$ cat src/rtl/dct_pkg.sv
// Shared constants and helpers for the 8-point DCT: CW-generic coefficient
// rounding from a Q30 cosine table, butterfly coefficient/sign tables, widths.
package dct_pkg;

  localparam int N = 8;

  function automatic int prod_w(input int iw, input int cw);
    return iw + cw + 2;
  endfunction

  function automatic int acc_w(input int iw, input int cw);
    return iw + cw + 4;
  endfunction

  // cos(k*pi/16) scaled by 2^30
  function automatic longint cos_q30(input int k);
    case (k)
      1:       return 64'sd1053110176;
      2:       return 64'sd992008094;
      3:       return 64'sd892783698;
      4:       return 64'sd759250125;
      5:       return 64'sd596538995;
      6:       return 64'sd410903207;
      7:       return 64'sd209476638;
      default: return 64'sd1073741824;
    endcase
  endfunction

  // ck = round(2^(CW-2) * cos(k*pi/16)), valid for CW up to 30
  function automatic int dct_coef(input int cw, input int k);
    longint v;
    v = (cos_q30(k) + (64'sd1 <<< (31 - cw))) >>> (32 - cw);
    return int'(v);
  endfunction

  // Cosine index used by output k on butterfly term j
  function automatic int coef_idx(input int k, input int j);
    logic [3:0][2:0] t;
    case (k)
      1:       t = {3'd7, 3'd5, 3'd3, 3'd1};
      2:       t = {3'd2, 3'd6, 3'd6, 3'd2};
      3:       t = {3'd5, 3'd1, 3'd7, 3'd3};
      5:       t = {3'd3, 3'd7, 3'd1, 3'd5};
      6:       t = {3'd6, 3'd2, 3'd2, 3'd6};
      7:       t = {3'd1, 3'd3, 3'd5, 3'd7};
      default: t = {3'd4, 3'd4, 3'd4, 3'd4};
    endcase
    return int'(t[j]);
  endfunction

  // Bit j set: term j is subtracted in output k
  function automatic logic [3:0] neg_mask(input int k);
    case (k)
      2:       return 4'b1100;
      3:       return 4'b1110;
      4:       return 4'b0110;
      5:       return 4'b0010;
      6:       return 4'b1010;
      7:       return 4'b1010;
      default: return 4'b0000;
    endcase
  endfunction

endpackage

$ cat src/rtl/dct_round_sat.sv
// Half-up rounding, arithmetic right shift and narrowing of one accumulator.
// DCT_SAT_EN defined: clamp to the OW-bit signed range; otherwise wrap.
module dct_round_sat #(
  parameter int AW    = 20,
  parameter int SHIFT = 5,
  parameter int OW    = 11
) (
  input  logic signed [AW-1:0] i_acc,
  output logic signed [OW-1:0] o_res
);

  localparam int RW = AW + 1;
  localparam logic signed [RW-1:0] HALF = RW'(2 ** (SHIFT - 1));

  function automatic logic signed [RW-1:0] round_shift(input logic signed [AW-1:0] a);
    return (RW'(a) + HALF) >>> SHIFT;
  endfunction

`ifdef DCT_SAT_EN
  localparam logic signed [RW-1:0] MAXV = RW'(2 ** (OW - 1) - 1);
  localparam logic signed [RW-1:0] MINV = ~MAXV;

  function automatic logic signed [OW-1:0] narrow(input logic signed [RW-1:0] v);
    if (v > MAXV)      return MAXV[OW-1:0];
    else if (v < MINV) return MINV[OW-1:0];
    else               return v[OW-1:0];
  endfunction
`else
  function automatic logic signed [OW-1:0] narrow(input logic signed [RW-1:0] v);
    return v[OW-1:0];
  endfunction
`endif

  assign o_res = narrow(round_shift(i_acc));

endmodule

$ cat src/rtl/dct_1d_stream.sv
// Three-stage 8-point 1D DCT (butterfly, products, sum/round) with valid/ready.
// DCT_SAT_EN selects clamping instead of wrap on the output coefficients.
module dct_1d_stream
  import dct_pkg::*;
#(
  parameter int IW        = 8,
  parameter int IN_SIGNED = 0,
  parameter int CW        = 8,
  parameter int OW        = 11,
  parameter int SHIFT_DC  = 7,
  parameter int SHIFT_AC  = 5,
  parameter int NOUT      = 8
) (
  input  logic            clk,
  input  logic            rst,
  input  logic            in_valid,
  output logic            in_ready,
  input  logic [8*IW-1:0] in_data,
  input  logic            in_last,
  output logic            out_valid,
  input  logic            out_ready,
  output logic [8*OW-1:0] out_data,
  output logic            out_last
);

  localparam int BW = IW + 2;
  localparam int PW = prod_w(IW, CW);
  localparam int AW = acc_w(IW, CW);

  logic w_stall, w_en;
  logic r_vld_p0, r_vld_p1, r_out_valid;
  logic r_last_p0, r_last_p1, r_out_last;
  logic signed [BW-1:0] w_x [N];
  logic signed [BW-1:0] r_p_p0 [4];
  logic signed [BW-1:0] r_m_p0 [4];

  // A held output row freezes every stage; bubbles travel like rows
  assign w_stall   = r_out_valid && !out_ready;
  assign w_en      = !w_stall;
  assign in_ready  = !rst && !w_stall;
  assign out_valid = r_out_valid;
  assign out_last  = r_out_last;

  for (genvar i = 0; i < N; i++) begin : g_ext
    if (IN_SIGNED != 0) begin : g_s
      assign w_x[i] = BW'($signed(in_data[(N-i)*IW-1 -: IW]));
    end else begin : g_u
      assign w_x[i] = $signed(BW'(in_data[(N-i)*IW-1 -: IW]));
    end
  end

  always_ff @(posedge clk) begin
    if (rst) begin
      r_vld_p0    <= 1'b0;
      r_vld_p1    <= 1'b0;
      r_out_valid <= 1'b0;
      r_out_last  <= 1'b0;
    end else if (w_en) begin
      r_vld_p0    <= in_valid;
      r_vld_p1    <= r_vld_p0;
      r_out_valid <= r_vld_p1;
      r_out_last  <= r_last_p1 && r_vld_p1;
    end
  end

  // Stage p0: butterfly sums and differences
  always_ff @(posedge clk) begin
    if (w_en) begin
      for (int j = 0; j < 4; j++) begin
        r_p_p0[j] <= w_x[j] + w_x[N-1-j];
        r_m_p0[j] <= w_x[j] - w_x[N-1-j];
      end
      r_last_p0 <= in_last;
      r_last_p1 <= r_last_p0;
    end
  end

  for (genvar k = 0; k < N; k++) begin : g_coef
    if (k < NOUT) begin : g_on
      localparam logic signed [CW-1:0] CV [4] = '{
        CW'(dct_coef(CW, coef_idx(k, 0))), CW'(dct_coef(CW, coef_idx(k, 1))),
        CW'(dct_coef(CW, coef_idx(k, 2))), CW'(dct_coef(CW, coef_idx(k, 3)))};
      localparam logic [3:0] NEG = neg_mask(k);

      logic signed [PW-1:0] r_prod_p1 [4];
      logic signed [AW-1:0] w_acc;
      logic signed [OW-1:0] w_res;
      logic signed [OW-1:0] r_x_p2;

      // Stage p1: even outputs weight the sums, odd outputs the differences
      always_ff @(posedge clk) begin
        if (w_en) begin
          for (int j = 0; j < 4; j++) begin
            if (k % 2 == 0) r_prod_p1[j] <= PW'(r_p_p0[j]) * PW'(CV[j]);
            else            r_prod_p1[j] <= PW'(r_m_p0[j]) * PW'(CV[j]);
          end
        end
      end

      always_comb begin
        w_acc = '0;
        for (int j = 0; j < 4; j++) begin
          if (NEG[j]) w_acc = w_acc - AW'(r_prod_p1[j]);
          else        w_acc = w_acc + AW'(r_prod_p1[j]);
        end
      end

      dct_round_sat #(
        .AW   (AW),
        .SHIFT(k == 0 ? SHIFT_DC : SHIFT_AC),
        .OW   (OW)
      ) u_rs (
        .i_acc(w_acc),
        .o_res(w_res)
      );

      // Stage p2: rounded coefficient held for the output port
      always_ff @(posedge clk) begin
        if (rst)       r_x_p2 <= '0;
        else if (w_en) r_x_p2 <= w_res;
      end

      assign out_data[(N-k)*OW-1 -: OW] = r_x_p2;
    end else begin : g_off
      assign out_data[(N-k)*OW-1 -: OW] = '0;
    end
  end

endmodule

$ cat config.mk
export PLATFORM = sky130hd
export DESIGN_NAME = dct_1d_stream
export DESIGN_NICKNAME = d
export VERILOG_FILES = /design/src/rtl/dct_pkg.sv /design/src/rtl/dct_round_sat.sv /design/src/rtl/dct_1d_stream.sv
export SDC_FILE = /design/constraint.sdc
export NUM_CORES = 2
export LEC_CHECK = 0
export ABC_CLOCK_PERIOD_IN_PS = 17200
export CORE_ASPECT_RATIO = 0.5
export CORE_MARGIN = 1.5
export CORE_UTILIZATION = 40
export CTS_CLUSTER_DIAMETER = 150
export DETAILED_ROUTE_END_ITERATION = 7
export PLACE_DENSITY = 0.65
export SLEW_MARGIN = 40
export SYNTH_ARGS = -nofsm -noshare
export SYNTH_HDL_FRONTEND = slang
export SYNTH_SLANG_ARGS = --single-unit
export TNS_END_PERCENT = 100
$ cat constraint.sdc
create_clock -name clk -period 17.2 [get_ports clk]
set_input_delay 4.3 -clock clk [delete_from_list [all_inputs] [get_ports clk]]
set_output_delay 4.3 -clock clk [all_outputs]
set_load 0.01 [all_outputs]
* Yosys cells after proc, flatten, opt, wreduce, memory -nomap -nowiden
Memory sizes are Yosys's and may differ from the RTL's.
Cells that the tools add are included.
** Storage, ports and cells
- Register bits after elaboration :: 94
- Bits in writable memories :: 652
- Bits of input ports :: 69
- Memories kept :: 10
** Operators by class
- $add $sub $neg :: 40
- Multipliers :: 28
- Muxes and demuxes :: 1
- Reductions and logical operators :: 6
** Memories
- g_coef[0].g_on.r_prod_p1 :: words 4, width 18, rd ports 4, clocked after memory_dff 0, write ports 4, RTL line dct_1d_stream.sv:85 : logic signed [PW-1:0] r_prod_p1 [4];
- g_coef[1].g_on.r_prod_p1 :: words 4, width 18, rd ports 4, clocked after memory_dff 0, write ports 4, RTL line dct_1d_stream.sv:85
- g_coef[2].g_on.r_prod_p1 :: words 4, width 18, rd ports 4, clocked after memory_dff 0, write ports 4, RTL line dct_1d_stream.sv:85
- g_coef[3].g_on.r_prod_p1 :: words 4, width 18, rd ports 4, clocked after memory_dff 0, write ports 4, RTL line dct_1d_stream.sv:85
- g_coef[4].g_on.r_prod_p1 :: words 4, width 18, rd ports 4, clocked after memory_dff 0, write ports 4, RTL line dct_1d_stream.sv:85
- g_coef[5].g_on.r_prod_p1 :: words 4, width 18, rd ports 4, clocked after memory_dff 0, write ports 4, RTL line dct_1d_stream.sv:85
- 4 more memories
** Operator list (number)
- multiplier 10 x 7 -> 17 bit, second input constant :: 16
- subtractor 16 bit :: 12
- adder 16 bit :: 9
- adder 16 x 6 -> 16 bit, second input constant :: 7
- multiplier 10 x 3 -> 13 bit, second input constant :: 8
- multiplier 10 x 5 -> 15 bit, second input constant :: 4
- adder 18 bit :: 3
- adder 8 x 8 -> 9 bit :: 4
- subtractor 8 x 8 -> 9 bit :: 4
- adder 18 x 8 -> 18 bit, second input constant :: 1
- logical AND 1 bit :: 3
- logical NOT 1 bit :: 3
- 2-to-1 mux 1 bit :: 1

* Depth between registers and ports, before layout
An unclocked memory read counts as a cell.
- Depth after elaboration :: 5
- Depth in mapped cells :: 18

* By module
From an unflattened synthesis, not the netlist that was laid out.
** Second synthesis, totals
- Cell total of the unflattened synthesis :: 5660
- Area, all modules :: 56977.1 µm²
** Modules (own cells, without submodules)
- dct_1d_stream :: times used 1, cells each 5450, area each 55413.1 µm²
- dct_round_sat at g_coef[0].g_on.u_rs ... :: times used 7, cells each 26, area each 196.4 µm²
- dct_round_sat at g_coef[7].g_on.u_rs :: times used 1, cells each 28, area each 188.9 µm²

* Least setup slack after synthesis
Ideal clock, no wire load.
- Path type :: input -> register
- From :: input out_ready
- To :: register g_coef[3].g_on.r_x_p2[0]
- Setup time :: 0.707 ns
- Arrival time :: 17.095 ns
- Data required time :: 16.493 ns
- Path slack :: -0.602 ns
- Stages :: 6
- Buffers on the path :: 3
- Cell sequence :: nor2b_1 clkbuf_1 inv_2 clkbuf_1 buf_1 a211oi_1
** Between the ends
- Longest elaborated chain between the ends :: 2
** RTL lines
- start: declaration :: RTL line dct_1d_stream.sv:21 : input logic out_ready,
- logical NOT 1 bit :: RTL line dct_1d_stream.sv:38 : assign w_stall = r_out_valid && !out_ready;
- logical AND 1 bit :: RTL line dct_1d_stream.sv:38
- end signal: assignment :: RTL line dct_1d_stream.sv:120 : else if (w_en) r_x_p2 <= w_res;
- end: declaration :: RTL line dct_1d_stream.sv:88 : logic signed [OW-1:0] r_x_p2;
No other way between the ends.
A chain may end at the register's enable or synchronous reset.

* Worst setup path after layout
- From :: input out_ready
- To :: output in_ready
** Between the ends
- Longest elaborated chain between the ends :: 4
** RTL lines
- logical NOT 1 bit :: RTL line dct_1d_stream.sv:38
- logical AND 1 bit :: RTL line dct_1d_stream.sv:38
- logical NOT 1 bit :: RTL line dct_1d_stream.sv:40 : assign in_ready = !rst && !w_stall;
- logical AND 1 bit :: RTL line dct_1d_stream.sv:40
- end: declaration :: RTL line dct_1d_stream.sv:17 : output logic in_ready,
No other way between the ends.

==> metrics.txt <==
# TYPE chip_impl_metric gauge
chip_impl_info{name="status",value="finished, final reports clean"} 1
chip_impl_info{name="most_used_dff_post_synth",value="edfxtp_1"} 1
chip_impl_metric{name="ys_ff_latch",unit=""} 530
chip_impl_metric{name="route.vias.total",unit=""} 35005
chip_impl_metric{name="synth_async_sr_flop_share",unit="%"} 0
chip_impl_metric{name="wl",unit="µm"} 136000
chip_impl_metric{name="min_period",unit="ps"} 12710
chip_impl_metric{name="clockBufferDepth",unit=""} 3
chip_impl_metric{name="hold_critical_path_depth",unit=""} 0
chip_impl_metric{name="worstMarginPinSlew",unit="ps"} 852
chip_impl_metric{name="grt_antenna_before_repair",unit=""} 8
chip_impl_metric{name="row_count",unit=""} 93
chip_impl_metric{name="grt_util_all_layers",unit="%"} 20.7
chip_impl_metric{name="critical_path_arrival",unit="ps"} 8410
chip_impl_metric{name="htreeDepth",unit=""} 2
chip_impl_metric{name="drcViolationCount",unit=""} 0
chip_impl_metric{name="clock_skew",unit="ps"} 32.8
chip_impl_metric{name="grt_max_degree",unit=""} 122
chip_impl_metric{name="ff2ff_path_depth",unit=""} 14
chip_impl_info{name="synthTopCellsByArea",value="edfxtp_1, ha_1, fa_1"} 1
chip_impl_metric{name="gp_congestion",unit=""} 0.924
chip_impl_metric{name="dpl.hpwl",unit="µm"} 112000
chip_impl_metric{name="fillCellCount",unit=""} 12030
chip_impl_metric{name="placeableCoreArea",unit="mm²"} 0.129
chip_impl_metric{name="cts_num_sinks",unit=""} 530
chip_impl_info{name="worstHoldStart",value="r_last_p0"} 1
chip_impl_metric{name="drt_iter0_markers",unit=""} 2313
chip_impl_metric{name="multi_input_comb_area",unit="mm²"} 0.0333
chip_impl_metric{name="routed_via_density",unit=""} 5.02
chip_impl_metric{name="placement.io_buffers",unit=""} 159
chip_impl_info{name="yosysMostFrequentCell",value="inv_1"} 1
chip_impl_info{name="worstSetupPathType",value="in2out"} 1
chip_impl_metric{name="crit_required",unit="ps"} 12900
chip_impl_metric{name="floorplan.die.height",unit="µm"} 259
chip_impl_metric{name="postCtsSetupRepairBufs",unit=""} 0
chip_impl_metric{name="wire_length_of_the_first_global_routing_pass",unit="µm"} 210000
chip_impl_metric{name="globalRoute.totalOverflow",unit=""} 0
chip_impl_metric{name="synth_top_cell_area_share",unit="%"} 25.1
chip_impl_metric{name="timing.slew.headroom",unit="%"} 43.2
chip_impl_info{name="hold_path_class",value="reg2reg"} 1
chip_impl_metric{name="synth_seq_area_share",unit="%"} 28.6
chip_impl_info{name="cell_type_with_the_largest_total_area_after_synthesis",value="edfxtp_1"} 1
chip_impl_metric{name="worst_skew_pair.late_latency",unit="ps"} 670
chip_impl_metric{name="number_of_top_level_pins",unit=""} 160
chip_impl_metric{name="drive_above_1_share",unit="%"} 3.28
chip_impl_metric{name="area_delta_synth_final",unit="%"} 11.3
chip_impl_metric{name="final_min_period_over_clock_period",unit="%"} 73.9
chip_impl_metric{name="cts_buffers",unit=""} 57
chip_impl_info{name="clk_root_buffer_cell",value="clkbuf_16"} 1
chip_impl_metric{name="drt_pass1_iterations",unit=""} 5
chip_impl_metric{name="synthesis.area_per_instance",unit="µm²"} 10.5
chip_impl_info{name="r2r_start",value="r_m_p0[0][5]"} 1
chip_impl_metric{name="synth.yosys.warnings",unit=""} 0
chip_impl_metric{name="mappedNetlistArea",unit="mm²"} 0.0524
chip_impl_info{name="ys_top_cells_by_count",value="inv_1, ha_1, fa_1"} 1
chip_impl_metric{name="path_max_fanout",unit=""} 121
chip_impl_info{name="grt_setup_unrepaired",value="no"} 1
chip_impl_info{name="reg2reg_capture_point",value="g_coef[1].g_on.r_prod_p1[0][15]"} 1
chip_impl_info{name="setup.worst_path.end_class",value="output pin"} 1
chip_impl_metric{name="postRouteAntennaNets",unit=""} 0
chip_impl_metric{name="clock.fmax",unit="GHz"} 0.0787
chip_impl_metric{name="worst_setup_hold_path_clk_slew",unit="ps"} 60
chip_impl_metric{name="post_cts_resized",unit=""} 0
chip_impl_metric{name="vias_in_the_first_global_route",unit=""} 36273
chip_impl_metric{name="mappedNetlistNets",unit=""} 6403
chip_impl_metric{name="die_width",unit="µm"} 515
chip_impl_metric{name="setup_total_negative_slack",unit="ps"} 0
chip_impl_metric{name="synthDistinctLibCells",unit=""} 79
chip_impl_metric{name="final_nets",unit=""} 6601
chip_impl_metric{name="final-hold-violation-count",unit=""} 0
chip_impl_metric{name="setup_viol",unit=""} 0
chip_impl_metric{name="number_of_enable_flip_flop_cells_after_synthesis",unit=""} 438
chip_impl_metric{name="reg2reg_slack",unit="ps"} 11640
chip_impl_info{name="start_kind",value="input port"} 1
chip_impl_metric{name="synth_cells",unit=""} 4970
chip_impl_metric{name="max_cap_violation_count",unit=""} 0
chip_impl_metric{name="initial_utilization",unit="%"} 40.5
chip_impl_info{name="min_to",value="r_last_p1"} 1
chip_impl_metric{name="cts-hold-fix-buffers",unit=""} 0
chip_impl_metric{name="maxSlewViolCount",unit=""} 0
chip_impl_metric{name="design.die.area",unit="mm²"} 0.133
chip_impl_metric{name="detail_route.wl_per_cell",unit="µm"} 19.5
chip_impl_info{name="clock_tree_from_tritoncts",value="built"} 1
chip_impl_metric{name="sequential_cell_area",unit="mm²"} 0.0150
worst max-delay path, cell delays in order:
cell             delay [ps]
clkdlybuf4s50_1         440
nor2b_4                 110
buf_4                   330
clkinv_8                390
nand2_2                 780
buf_4                   360
clkinv_1                670
clkdlybuf4s50_1         700
area by class of cell:
type,count,share of cell area (%)
Antenna cell,1,0.00429
Clock buffer,73,2.80
Clock inverter,35,0.693
Inverter,1054,6.80
Multi-Input combinational cell,3341,57.1
Sequential cell,530,25.7
Tap cell,1757,3.77
Timing Repair Buffer,184,3.12
cell usage in the layout, fill, tap and decap left out, types with 10 or more instances in the layout:
master / netlist / layout
buf_4: 0 / 20
clkdlybuf4s50_1: 0 / 158
a31oi_1: 27 / 27
o21bai_1: 69 / 69
nor2_1: 170 / 169
ha_1: 892 / 892
o21a_1: 44 / 44
xor2_1: 142 / 142
nand2b_1: 35 / 35
xnor2_1: 342 / 342
a21oi_1: 281 / 281
nor3_1: 68 / 68
nand2_1: 213 / 212
and2_1: 13 / 13
edfxtp_1: 438 / 438
dfxtp_1: 92 / 92
o21ai_1: 66 / 66
fa_1: 472 / 472
or3_1: 22 / 22
a21o_1: 90 / 90
clkbuf_16: 0 / 60
mux2i_1: 10 / 10
inv_1: 1051 / 1050
o21ai_0: 62 / 62
or2_2: 20 / 20
clkinv_2: 0 / 11
and3_1: 28 / 28
nand3_1: 46 / 46
a211oi_1: 15 / 15
nor2b_1: 65 / 64
a41oi_1: 13 / 13
o211ai_1: 14 / 14
registers in the layout, summed over array words and instances, names as in the netlist:
signal,cells
g_coef.g_on.r_prod_p1,368
g_coef.g_on.r_x_p2,88
r_m_p0,34
r_p_p0,34
out_last,1
out_valid,1
r_last_p0,1
r_last_p1,1
r_vld_p0,1
r_vld_p1,1
kinds of logic after synthesis:
logic type | after synthesis | share of synthesized area, %
DFF | 530 | 28.6
and+or+nand+nor | 719 | 6.58
xor gates and xnor gates | 484 | 8.09
adders and majority gates | 1364 | 39.3
muxes | 10 | 0.191
AOI/OAI and AO/OA | 764 | 9.34
buffers and inverters | 1099 | 7.87
layer usage:
| metal | vias up | global-route usage [%] | share of wire (%) |
|---|---|---|---|
| li1 | 16869 | - | - |
| met4 | 0 | 5.43 | 2.6 |
| met3 | 153 | 2.13 | 4.2 |
| met5 | - | 0 | 0 |
| met1 | 17365 | 27.6 | 45 |
| met2 | 618 | 35.8 | 48 |
stage by stage:
stage          hold WS (ps)  std cells  cell area [µm²]  utilization (%)  worst slack (ps)
2_1_floorplan           400       4970            52400                -               773
3_3_place_gp            402       6864            56200             43.5              5040
3_5_place_dp            406       6866            56300             43.5              4940
4_1_cts                 420       6974            58300             45.1              4950
5_1_grt                 446       6975            58300             45.1              4380
6_report                423       6975            58300             45.1              4490
how the worst max path moves through the flow:
stage                    from                        to  slack [ps]
finish              out_ready                  in_ready        4490
global route        out_ready                  in_ready        4380
CTS                 out_ready                  in_ready        4950
detailed placement  out_ready                  in_ready        4940
global placement    out_ready                  in_ready        5040
floorplan           out_ready  g_coef[3].g_on.r_x_p2[0]         770
Power is left out: the tool's default activity adds up to more than one toggle a clock period on the data nets, which glitch-free logic cannot reach.
